**src/rtl/nc_pkg.sv**
```systemverilog
// Shared definitions for the number converter ring datapath
// (compressor_ring / decompressor_ring).
//   ring_state_t : control states shared by the ring blocks
//   DATA_W       : packed word / value width
//   RING_W       : bit buffer width (two words)
//   width_mask   : low-order mask of W ones (W = 0..16)
package nc_pkg;

  localparam int DATA_W = 16;
  localparam int RING_W = 32;

  typedef enum logic [1:0] {
    IDLE  = 2'd0,
    RUN   = 2'd1,
    DRAIN = 2'd2
  } ring_state_t;

  // Shifting an all-ones word left by 16 yields zero, so W=16 gives all ones.
  function automatic logic [DATA_W-1:0] width_mask(input logic [4:0] w);
    return ~({DATA_W{1'b1}} << w);
  endfunction

endpackage

```
**src/rtl/decompressor_ring_bit_unpacker.sv**
```systemverilog
// bit_unpacker: bit buffer for the decompressor ring.
// Holds up to two words of unconsumed bits (LSB = oldest bit) and their count.
//   clk, rst   : clock, asynchronous active-high reset
//   clr        : empty the buffer (start of a new stream)
//   w          : value width 1..16
//   push       : append push_data above the bits still present after a pop
//   pop        : drop the oldest w bits
//   fill       : number of valid bits held (registered)
//   head       : oldest w bits, zero-extended
module bit_unpacker #(
  parameter int DATA_W = 16,
  parameter int FILL_W = 6
) (
  input  logic              clk,
  input  logic              rst,
  input  logic              clr,
  input  logic [4:0]        w,
  input  logic              push,
  input  logic [DATA_W-1:0] push_data,
  input  logic              pop,
  output logic [FILL_W-1:0] fill,
  output logic [DATA_W-1:0] head
);
  import nc_pkg::*;

  logic [2*DATA_W-1:0] buf_reg, buf_next;
  logic [FILL_W-1:0]   fill_reg, fill_next;
  logic [2*DATA_W-1:0] shifted;
  logic [FILL_W-1:0]   fill_after;

  // Bits above fill are always zero (shifts bring in zeros and inserts land
  // exactly at fill), so an insert can simply be OR-ed in.
  always_comb begin
    shifted    = pop ? (buf_reg >> w) : buf_reg;
    fill_after = pop ? (fill_reg - FILL_W'(w)) : fill_reg;
    buf_next   = shifted;
    fill_next  = fill_after;
    if (push) begin
      buf_next  = shifted | ({{DATA_W{1'b0}}, push_data} << fill_after);
      fill_next = fill_after + FILL_W'(DATA_W);
    end
    if (clr) begin
      buf_next  = '0;
      fill_next = '0;
    end
  end

  always_ff @(posedge clk or posedge rst) begin
    if (rst) begin
      buf_reg  <= '0;
      fill_reg <= '0;
    end else begin
      buf_reg  <= buf_next;
      fill_reg <= fill_next;
    end
  end

  assign fill = fill_reg;
  assign head = buf_reg[DATA_W-1:0] & width_mask(w);

endmodule

```
**src/rtl/decompressor_ring.sv**
```systemverilog
// decompressor_ring: unpacks a stream of 16-bit words carrying W-bit values
// (W = bitwidth_d+1, LSB-first, values may straddle words) into one
// zero-extended value per output handshake.
//   clk, rst                       : clock, asynchronous active-high reset
//   start, bitwidth_d, value_count : stream configuration, taken in IDLE
//   rcv_valid/rcv_data/rcv_last/rcv_ready : packed word input
//   trm_valid/trm_data/trm_last/trm_ready : unpacked value output
//   busy, done, err_underrun       : status
module decompressor_ring #(
  parameter int DATA_W = 16,
  parameter int CNT_W  = 32,
  parameter int FILL_W = 6
) (
  input  logic              clk,
  input  logic              rst,
  input  logic              start,
  input  logic [3:0]        bitwidth_d,
  input  logic [CNT_W-1:0]  value_count,
  input  logic              rcv_valid,
  input  logic [DATA_W-1:0] rcv_data,
  input  logic              rcv_last,
  output logic              rcv_ready,
  output logic              trm_valid,
  output logic [DATA_W-1:0] trm_data,
  output logic              trm_last,
  input  logic              trm_ready,
  output logic              busy,
  output logic              done,
  output logic              err_underrun
);
  import nc_pkg::*;

  ring_state_t       state_reg, state_next;
  logic [4:0]        w_reg, w_next;
  logic [CNT_W-1:0]  remaining_reg, remaining_next;
  logic              last_seen_reg, last_seen_next;
  logic              done_reg, done_next;
  logic              err_reg, err_next;

  logic [FILL_W-1:0] fill;
  logic [DATA_W-1:0] head;
  logic              accept, emit, push, clr;

  bit_unpacker #(
    .DATA_W (DATA_W),
    .FILL_W (FILL_W)
  ) u_unpacker (
    .clk       (clk),
    .rst       (rst),
    .clr       (clr),
    .w         (w_reg),
    .push      (push),
    .push_data (rcv_data),
    .pop       (emit),
    .fill      (fill),
    .head      (head)
  );

  // Handshake terms depend only on registered state, so there is no path
  // from rcv_* to trm_* and rcv_ready never depends on trm_ready.
  assign trm_valid = (state_reg == RUN) && (fill >= FILL_W'(w_reg));
  assign rcv_ready = ((state_reg == RUN) && (fill <= FILL_W'(DATA_W))) ||
                     (state_reg == DRAIN);
  assign accept    = rcv_valid && rcv_ready;
  assign emit      = trm_valid && trm_ready;
  assign push      = accept && (state_reg == RUN);   // DRAIN discards words
  assign clr       = (state_reg == IDLE) && start;

  assign trm_data     = trm_valid ? head : '0;
  assign trm_last     = trm_valid && (remaining_reg == CNT_W'(1));
  assign busy         = (state_reg != IDLE);
  assign done         = done_reg;
  assign err_underrun = err_reg;

  always_comb begin
    state_next     = state_reg;
    w_next         = w_reg;
    remaining_next = remaining_reg;
    last_seen_next = last_seen_reg;
    done_next      = 1'b0;
    err_next       = err_reg;
    case (state_reg)
      IDLE: begin
        if (start) begin
          w_next         = 5'(bitwidth_d) + 5'd1;
          remaining_next = value_count;
          last_seen_next = 1'b0;
          err_next       = 1'b0;
          state_next     = (value_count == '0) ? DRAIN : RUN;
        end
      end
      RUN: begin
        if (accept && rcv_last) last_seen_next = 1'b1;
        if (emit) begin
          remaining_next = remaining_reg - CNT_W'(1);
          if (remaining_reg == CNT_W'(1)) begin
            if (last_seen_reg || (accept && rcv_last)) begin
              state_next = IDLE;
              done_next  = 1'b1;
            end else begin
              state_next = DRAIN;
            end
          end
        end else if (last_seen_reg && !trm_valid && (remaining_reg != '0)) begin
          // Stream ended with too few bits: leftover partial bits are dropped.
          err_next   = 1'b1;
          state_next = IDLE;
          done_next  = 1'b1;
        end
      end
      DRAIN: begin
        if (accept && rcv_last) begin
          state_next = IDLE;
          done_next  = 1'b1;
        end
      end
      default: state_next = IDLE;
    endcase
  end

  always_ff @(posedge clk or posedge rst) begin
    if (rst) begin
      state_reg     <= IDLE;
      w_reg         <= '0;
      remaining_reg <= '0;
      last_seen_reg <= 1'b0;
      done_reg      <= 1'b0;
      err_reg       <= 1'b0;
    end else begin
      state_reg     <= state_next;
      w_reg         <= w_next;
      remaining_reg <= remaining_next;
      last_seen_reg <= last_seen_next;
      done_reg      <= done_next;
      err_reg       <= err_next;
    end
  end

endmodule

```
**config.mk**
```make
export PLATFORM = sky130hd
export DESIGN_NAME = decompressor_ring
export DESIGN_NICKNAME = d
export VERILOG_FILES = /design/src/rtl/nc_pkg.sv /design/src/rtl/decompressor_ring_bit_unpacker.sv /design/src/rtl/decompressor_ring.sv
export SDC_FILE = /design/constraint.sdc
export NUM_CORES = 1
export LEC_CHECK = 0
export BUFFER_PORTS_ARGS = -buffer_cell sky130_fd_sc_hd__buf_4
export CAP_MARGIN = 40
export CORE_MARGIN = 3
export CORE_UTILIZATION = 41
export CTS_CLUSTER_DIAMETER = 200
export DETAILED_ROUTE_END_ITERATION = 10
export GPL_TIMING_DRIVEN = 0
export PLACE_DENSITY = 0.69
export SLEW_MARGIN = 20
export SYNTH_ARGS = -nofsm -noshare
export SYNTH_HDL_FRONTEND = slang
export SYNTH_SLANG_ARGS = --single-unit
```
**constraint.sdc**
```tcl
create_clock -name clk -period 4.3 [get_ports clk]
set_input_delay 0.43 -clock clk [delete_from_list [all_inputs] [get_ports clk]]
set_output_delay 0.43 -clock clk [all_outputs]
set_load 0.005 [all_outputs]
```
==> results of run 1 <==
## power breakdown
group          internal, mW  total [mW]  switching, mW
registers              1.06        1.48          0.413
clock network         0.424       0.742          0.318
logic                  1.85        5.00           3.15
total                  3.34        7.22           3.88
## stage by stage
| stage | utilization [%] | power, mW | instance area, um^2 | TNS (ps) |
|---|---|---|---|---|
| finish | 49.88 | 7.222 | 8418 | 0 |
| floorplan | - | 4.835 | 7201 | 0 |
| global placement | 47.81 | 6.222 | 8069 | -6080 |
| CTS | 49.63 | 7.003 | 8377 | 0 |
| detailed placement | 47.99 | 6.237 | 8099 | -6211 |
| global route | 49.88 | 7.703 | 8418 | -0.2744 |
## final timing paths
kind / start / cells past startpoint / end / slack [ps]
max in group asynchronous: rst / 3 / u_unpacker.buf_reg[10] / 3570
min reg2reg: remaining_reg[7] / 1 / remaining_reg[7] / 580
max reg2reg: w_reg[4] / 13 / u_unpacker.buf_reg[26] / 140
min in group clk: bitwidth_d[0] / 2 / w_reg[0] / 300
max: w_reg[4] / 13 / u_unpacker.buf_reg[26] / 140
min: rst / 2 / remaining_reg[6] / 120
## layout make-up
type,instances,area share (%)
Inverter,23,1.055
Tap cell,220,3.270
Sequential cell,80,23.78
Timing Repair Buffer,82,7.551
Multi-Input combinational cell,751,57.91
Clock inverter,3,0.3121
Buffer,58,3.077
Clock buffer,12,3.047
## what timing repair did
item,4_1_cts,5_1_grt
pin swaps,0,1
setup endpoints to repair,41,30
hold endpoints to repair,0,0
resized for setup,3,10
buffers inserted,0,2
## cell families after synthesis
family                   after synthesis  share of synthesized area (%)
AND/OR/NAND/NOR                      325                          21.01
flip-flops                            80                          27.80
buffers and inverters                 86                          4.987
XOR/XNOR                               7                         0.8515
AO/OA/AOI/OAI                        306                          27.16
adder cells (fa/ha/maj)               12                          2.189
multiplexers                         101                          16.00
## worst max-delay path: cells and delay by family (launching register included)
family | cells | cell delay [ps]
muxes | 1 | 350
and+or+nand+nor | 1 | 150
buffers and inverters | 4 | 1080
DFF | 1 | 450
adders and majority gates | 1 | 350
AOI/OAI and AO/OA | 6 | 1620
## cell usage in the layout, fill, tap and decap left out, drive strengths merged, types with 11 or more instances in the layout
cell type / count
dfrtp: 80
buf: 101
a221oi: 11
nor2: 87
o22ai: 34
and3: 15
ha: 11
a211oi: 17
o21ai: 80
inv: 24
clkbuf: 51
mux2: 17
nor3: 20
mux2i: 75
a21oi: 82
nand3: 36
nand2: 103
nor4: 23
## layer usage
layer / part of all wire (%) / vias up / global-route usage [%]
met4: 2.6 / 0 / 7.592
li1: - / 3633 / -
met5: 0 / - / 0
met3: 8.3 / 57 / 3.695
met2: 45 / 393 / 39.57
met1: 44 / 3701 / 38.17
==> qor.csv, run 1 <==
metric,value,unit
number of max-slew violations in the final report,0,
worst rel slew slack,45.56,%
area of the multi-input gates,4875,um^2
initial core utilization,42.66,%
Synth Area per Inst,7.852,um^2
path class of the lowest-slack min-delay path,input pin to asynchronous set/reset pin,
achievable clock frequency,240.7,MHz
most used standard cells in the synthesized netlist,"103 x nand2_1, 86 x nor2_1, 81 x a21oi_1",
minimum setup slack after placement,-431.4,ps
Routed Wire Length,25.80,mm
floorplan die area,19190,um^2
first-pass GRT wire length,40.76,mm
cell count after synthesis,917,
Reg area,2002,um^2
DRC violation count after routing,0,
detailed-route wire length per cell,20.99,um
crit start category,register,
ratio of cells with drive above 1 in the final layout,15.96,%
diode insertion count for antenna repair,0,
post-placement cell count,1217,
setup repair after global routing missed its margin,true,
post-layout worst setup margin,144.8,ps
via count of the first global-routing pass,7268,
most frequent cell after synthesis,nand2_1,
clock tree from TritonCTS,yes,
number of core rows,47,
core footprint,16880,um^2
class of the most critical setup path,register to register,
worst hold margin,120.4,ps
Syn Nets,987,
hold bufs inserted after CTS,0,
part of the Yosys area used for sequential elements,27.80,%
endpoint kind of the worst setup timing path,register,
top-area cell type share of the netlist area,27.80,%
"Primary FF master, synth",dfrtp_1,
async set-reset flop share out of synthesis,100.0,%
cell taking the most area after synthesis,dfrtp_1,
maximum clock path buffer count,2,
Critical-path top delay cell,dfrtp_1,
overall via count from detail_route,7784,
total iterations of the first detailed-routing run,8,
number of synthesis warnings,0,
# H-tree levels,3,
final period demand of the worst path,4155,ps
final worst-path cycle share,96.63,%
NumNets Final,1075,
num ports,80,
unique cell type count in the Yosys netlist,73,
maximum number of pins on one net before global-route repair,46,
height of the chip,138.5,um
total setup violations reported at the end of the flow,0,
width of the die,138.5,um
number of filler instances in the final layout,1651,
library cell used as clock root buffer,clkbuf_16,
Post-synth EDFFs,0,
measured slew at the worst slew-check pin,809.2,ps
Port Buffer Count,79,
maximum single-stage delay on the critical path,450,ps
status,"complete, no violations",
routed vias/inst,6.334,
# Max-Cap Violations,0,
CP Cell Sequence,"inv_1, clkbuf_2, ha_1, a211oi_4, a21o_1, buf_4, mux2_4, buf_4, a2111oi_0, nor4_2, a22oi_1, a22o_1, a21oi_1",
worst endpoint required time,4490,ps
initial antenna violation count,1,
total global routing overflow,0,
clk_skew,10.99,ps
CP Data Arrival Time,4340,ps
total half-perimeter wirelength after legalization and detailed placement,20.03,mm
Crit path top cell by count,buf_4,
leakage component of the power,3.529,nW
area growth from synthesis to layout,16.91,%
post-synthesis instance area,7201,um^2
initial DRC count,875,
total global-route track usage,25.90,%
number of buffers created by CTS,9,
flip-flop and latch count after synthesis,80,
worst skew pair latency,340,ps
power per cell area,857.9,nW/um^2
Num Clock Sinks,80,
peak fanout along the critical path,12,
"non-filler cells, final",1229,
routability cong.,1.030,
DRT antenna net count,0,
number of failing hold endpoints at the final stage,0,
synth top area cells,"dfrtp_1 28%, mux2i_1 10%, a21oi_1 5.6%",
Max rail drop VDD,0.3602,mV
"CTS clk-pin slew, worst paths",70,ps
Power figures use the tool's default switching activity.
==> run 2, diff against run 1 <==
Settings changed: CTS_BUF_LIST set to sky130_fd_sc_hd__clkbuf_8, PLACE_DENSITY 0.69 to 0.65.
==> run 2 against run 1 <==
Against the previous run: combinational power grew 1%; worst hold slack lost 77 ps; critical path type unchanged; setup slack gained 94 ps; largest cell class unchanged; global-route usage grew 0.67 points; clock power shrank 24%; die area is the same; first-iteration DRC count shrank 6.5%; power shrank 2.0%; register-to-register slack gained 90 ps; sequential power is essentially flat; non-clock buffer count grew 5; design area shrank 0.67%.
==> qor.csv, run 2 (synthesis gave the netlist of run 1 again) <==
metric,value,unit,change
Num Clock Sinks,80,,unchanged
height of the chip,138.5,um,unchanged
hold bufs inserted after CTS,0,,unchanged
peak fanout along the critical path,10,,was 12
number of failing hold endpoints at the final stage,0,,unchanged
library cell used as clock root buffer,clkbuf_8,,was clkbuf_16
maximum clock path buffer count,2,,unchanged
number of filler instances in the final layout,1709,,"was 1,651"
Routed Wire Length,26.36,mm,was 25.80 mm
total global routing overflow,0,,unchanged
switching power of the nets,3.875,mW,was 3.882 mW
post-placement cell count,1217,,unchanged
Sum Neg Setup Slack,0,ps,unchanged
setup repair after global routing missed its margin,false,,was true
total global-route track usage,26.57,%,was 25.90%
initial antenna violation count,1,,unchanged
"commonest cells after routing, fill and taps aside","103 x nand2_1, 86 x nor2_1, 86 x buf_4",,"was 103 x nand2_1, 86 x nor2_1, 84 x buf_4"
worst endpoint required time,4590,ps,was 4490 ps
maximum number of pins on one net before global-route repair,54,,was 46
first-pass GRT wire length,41.11,mm,was 40.76 mm
worst rel slew slack,48.23,%,was 45.56%
# Max-Cap Violations,0,,unchanged
worst skew pair latency,380,ps,was 340 ps
initial core utilization,42.66,%,unchanged
routability cong.,0.9624,,was 1.030
CP Data Arrival Time,4350,ps,was 4340 ps
number of max-slew violations in the final report,0,,unchanged
total setup violations reported at the end of the flow,0,,unchanged
number of buffers created by CTS,9,,unchanged
achievable clock frequency,246.2,MHz,was 240.7 MHz
floorplan die area,19190,um^2,unchanged
area growth from synthesis to layout,16.13,%,was 16.91%
overall via count from detail_route,7815,,"was 7,784"
Port Buffer Count,79,,unchanged
num ports,80,,unchanged
leakage component of the power,3.517,nW,was 3.529 nW
Logic pwr share,71.5,%,was 69.3%
diode insertion count for antenna repair,0,,unchanged
measured slew at the worst slew-check pin,769.5,ps,was 809.2 ps
total iterations of the first detailed-routing run,5,,was 8
initial DRC count,818,,was 875
path class of the lowest-slack min-delay path,input pin to asynchronous set/reset pin,,unchanged
power per cell area,846.1,nW/um^2,was 857.9 nW/um^2
final period demand of the worst path,4061,ps,was 4155 ps
ratio of cells with drive above 1 in the final layout,16.17,%,was 15.96%
number of core rows,47,,unchanged
total half-perimeter wirelength after legalization and detailed placement,20.62,mm,was 20.03 mm
internal power,3.200,mW,was 3.340 mW
width of the die,138.5,um,unchanged
# H-tree levels,3,,unchanged
DRC violation count after routing,0,,unchanged
clk_skew,15.26,ps,was 10.99 ps
"non-filler cells, final",1234,,"was 1,229"
clock tree from TritonCTS,yes,,unchanged
via count of the first global-routing pass,7363,,"was 7,268"
status,"complete, no violations",,unchanged
core footprint,16880,um^2,unchanged
final worst-path cycle share,94.44,%,was 96.63%
"most common cell after layout, fill and taps aside",nand2_1,,unchanged
Sequential Power Share,20.6,%,was 20.4%
Max rail drop VDD,0.4870,mV,was 0.3602 mV
crit start category,register,,unchanged
beginning of the critical path,w_reg[2],,was w_reg[4]
DRT antenna net count,0,,unchanged
class of the most critical setup path,register to register,,unchanged
detailed-route wire length per cell,21.36,um,was 20.99 um
switching power share of the total,54.77,%,was 53.76%
R2R Path Start,w_reg[2],,was w_reg[4]
"CTS clk-pin slew, worst paths",90,ps,was 70 ps
endpoint kind of the worst setup timing path,register,,unchanged
overall power consumption,7.075,mW,was 7.222 mW
share of power burned in the clock network,7.9,%,was 10.3%
NumNets Final,1080,,"was 1,075"
core occupancy in the finished layout,49.54,%,was 49.88%
routed vias/inst,6.333,,was 6.334
==> run 2: changes by cell type in the layout (fill, tap and decap cells not counted), moves of 2 or more <==
cell	before	now
clkbuf_8	2	9
buf_4	84	86
clkinv_2	0	2
clkbuf_2	3	5
clkbuf_16	9	0
==> run 2: what timing repair did <==
action / in CTS / in global routing
cloned: 0 / 0
setup buffers: 2 / 3
gates resized for setup: 5 / 9
pin swaps: 1 / 1
endpoints found under the setup margin: 44 / 34
==> run 2: area by class of cell <==
type                    instances  area (um^2)  share of cell area (%)
repair buffers                 85        670.6                   8.020
inverters                      23        88.84                   1.062
clock buffers                   9        123.9                   1.481
plain buffers                  60        269.0                   3.217
multi-input cells             751         4871                   58.25
flip-flops and latches         80         2002                   23.94
clock inverters                 6        61.31                  0.7332
well taps                     220        275.3                   3.292
==> run 2: critical path, cell delays in order (launching register included) <==
cell	delay, ps
dfrtp_1	360
inv_1	130
clkbuf_2	230
buf_2	270
ha_1	270
a21o_1	220
a211oi_4	380
a21o_1	170
buf_4	180
mux2i_4	400
buf_2	330
mux2i_2	450
mux2_2	310
nand2_1	90
a31oi_1	190
==> run 2: final timing paths <==
| path | endpoint | slack (ps) | depth (start not counted) |
|---|---|---|---|
| min reg2reg | err_underrun | 560 | 2 |
| min | remaining_reg[6] | 40 | 2 |
| max reg2reg | u_unpacker.buf_reg[7] | 240 | 14 |
| max in group asynchronous | u_unpacker.buf_reg[17] | 3640 | 3 |
| max | u_unpacker.buf_reg[7] | 240 | 14 |
| min in group clk | w_reg[0] | 280 | 2 |
==> run 2: metrics by stage <==
step / setup slack [ps] / cell area [um^2] / hold WS (ps)
2_1_floorplan: 707.3 / 7201 / 506.5
3_3_place_gp: -446.9 / 8069 / 528.2
3_5_place_dp: -433.1 / 8099 / 464.7
4_1_cts: 76.10 / 8303 / 48.43
5_1_grt: 28.42 / 8362 / 65.64
6_report: 238.9 / 8362 / 43.57
==> run 2: per-layer routing <==
layer	global-route usage, %	share of wire (%)
met5	0	0.049
met1	38.84	45
met3	4.144	8.5
met2	40.11	44
met4	8.996	2.4
==> run 2: power by group through the flow <==
stage	registers (mW)	logic (mW)	clock network, mW
final	1.46	5.06	0.562
after global placement	1.44	4.80	0
after detailed placement	1.45	4.80	0
after global routing	1.49	5.47	0.597
after floorplan	1.30	3.53	0
after CTS	1.44	4.85	0.572
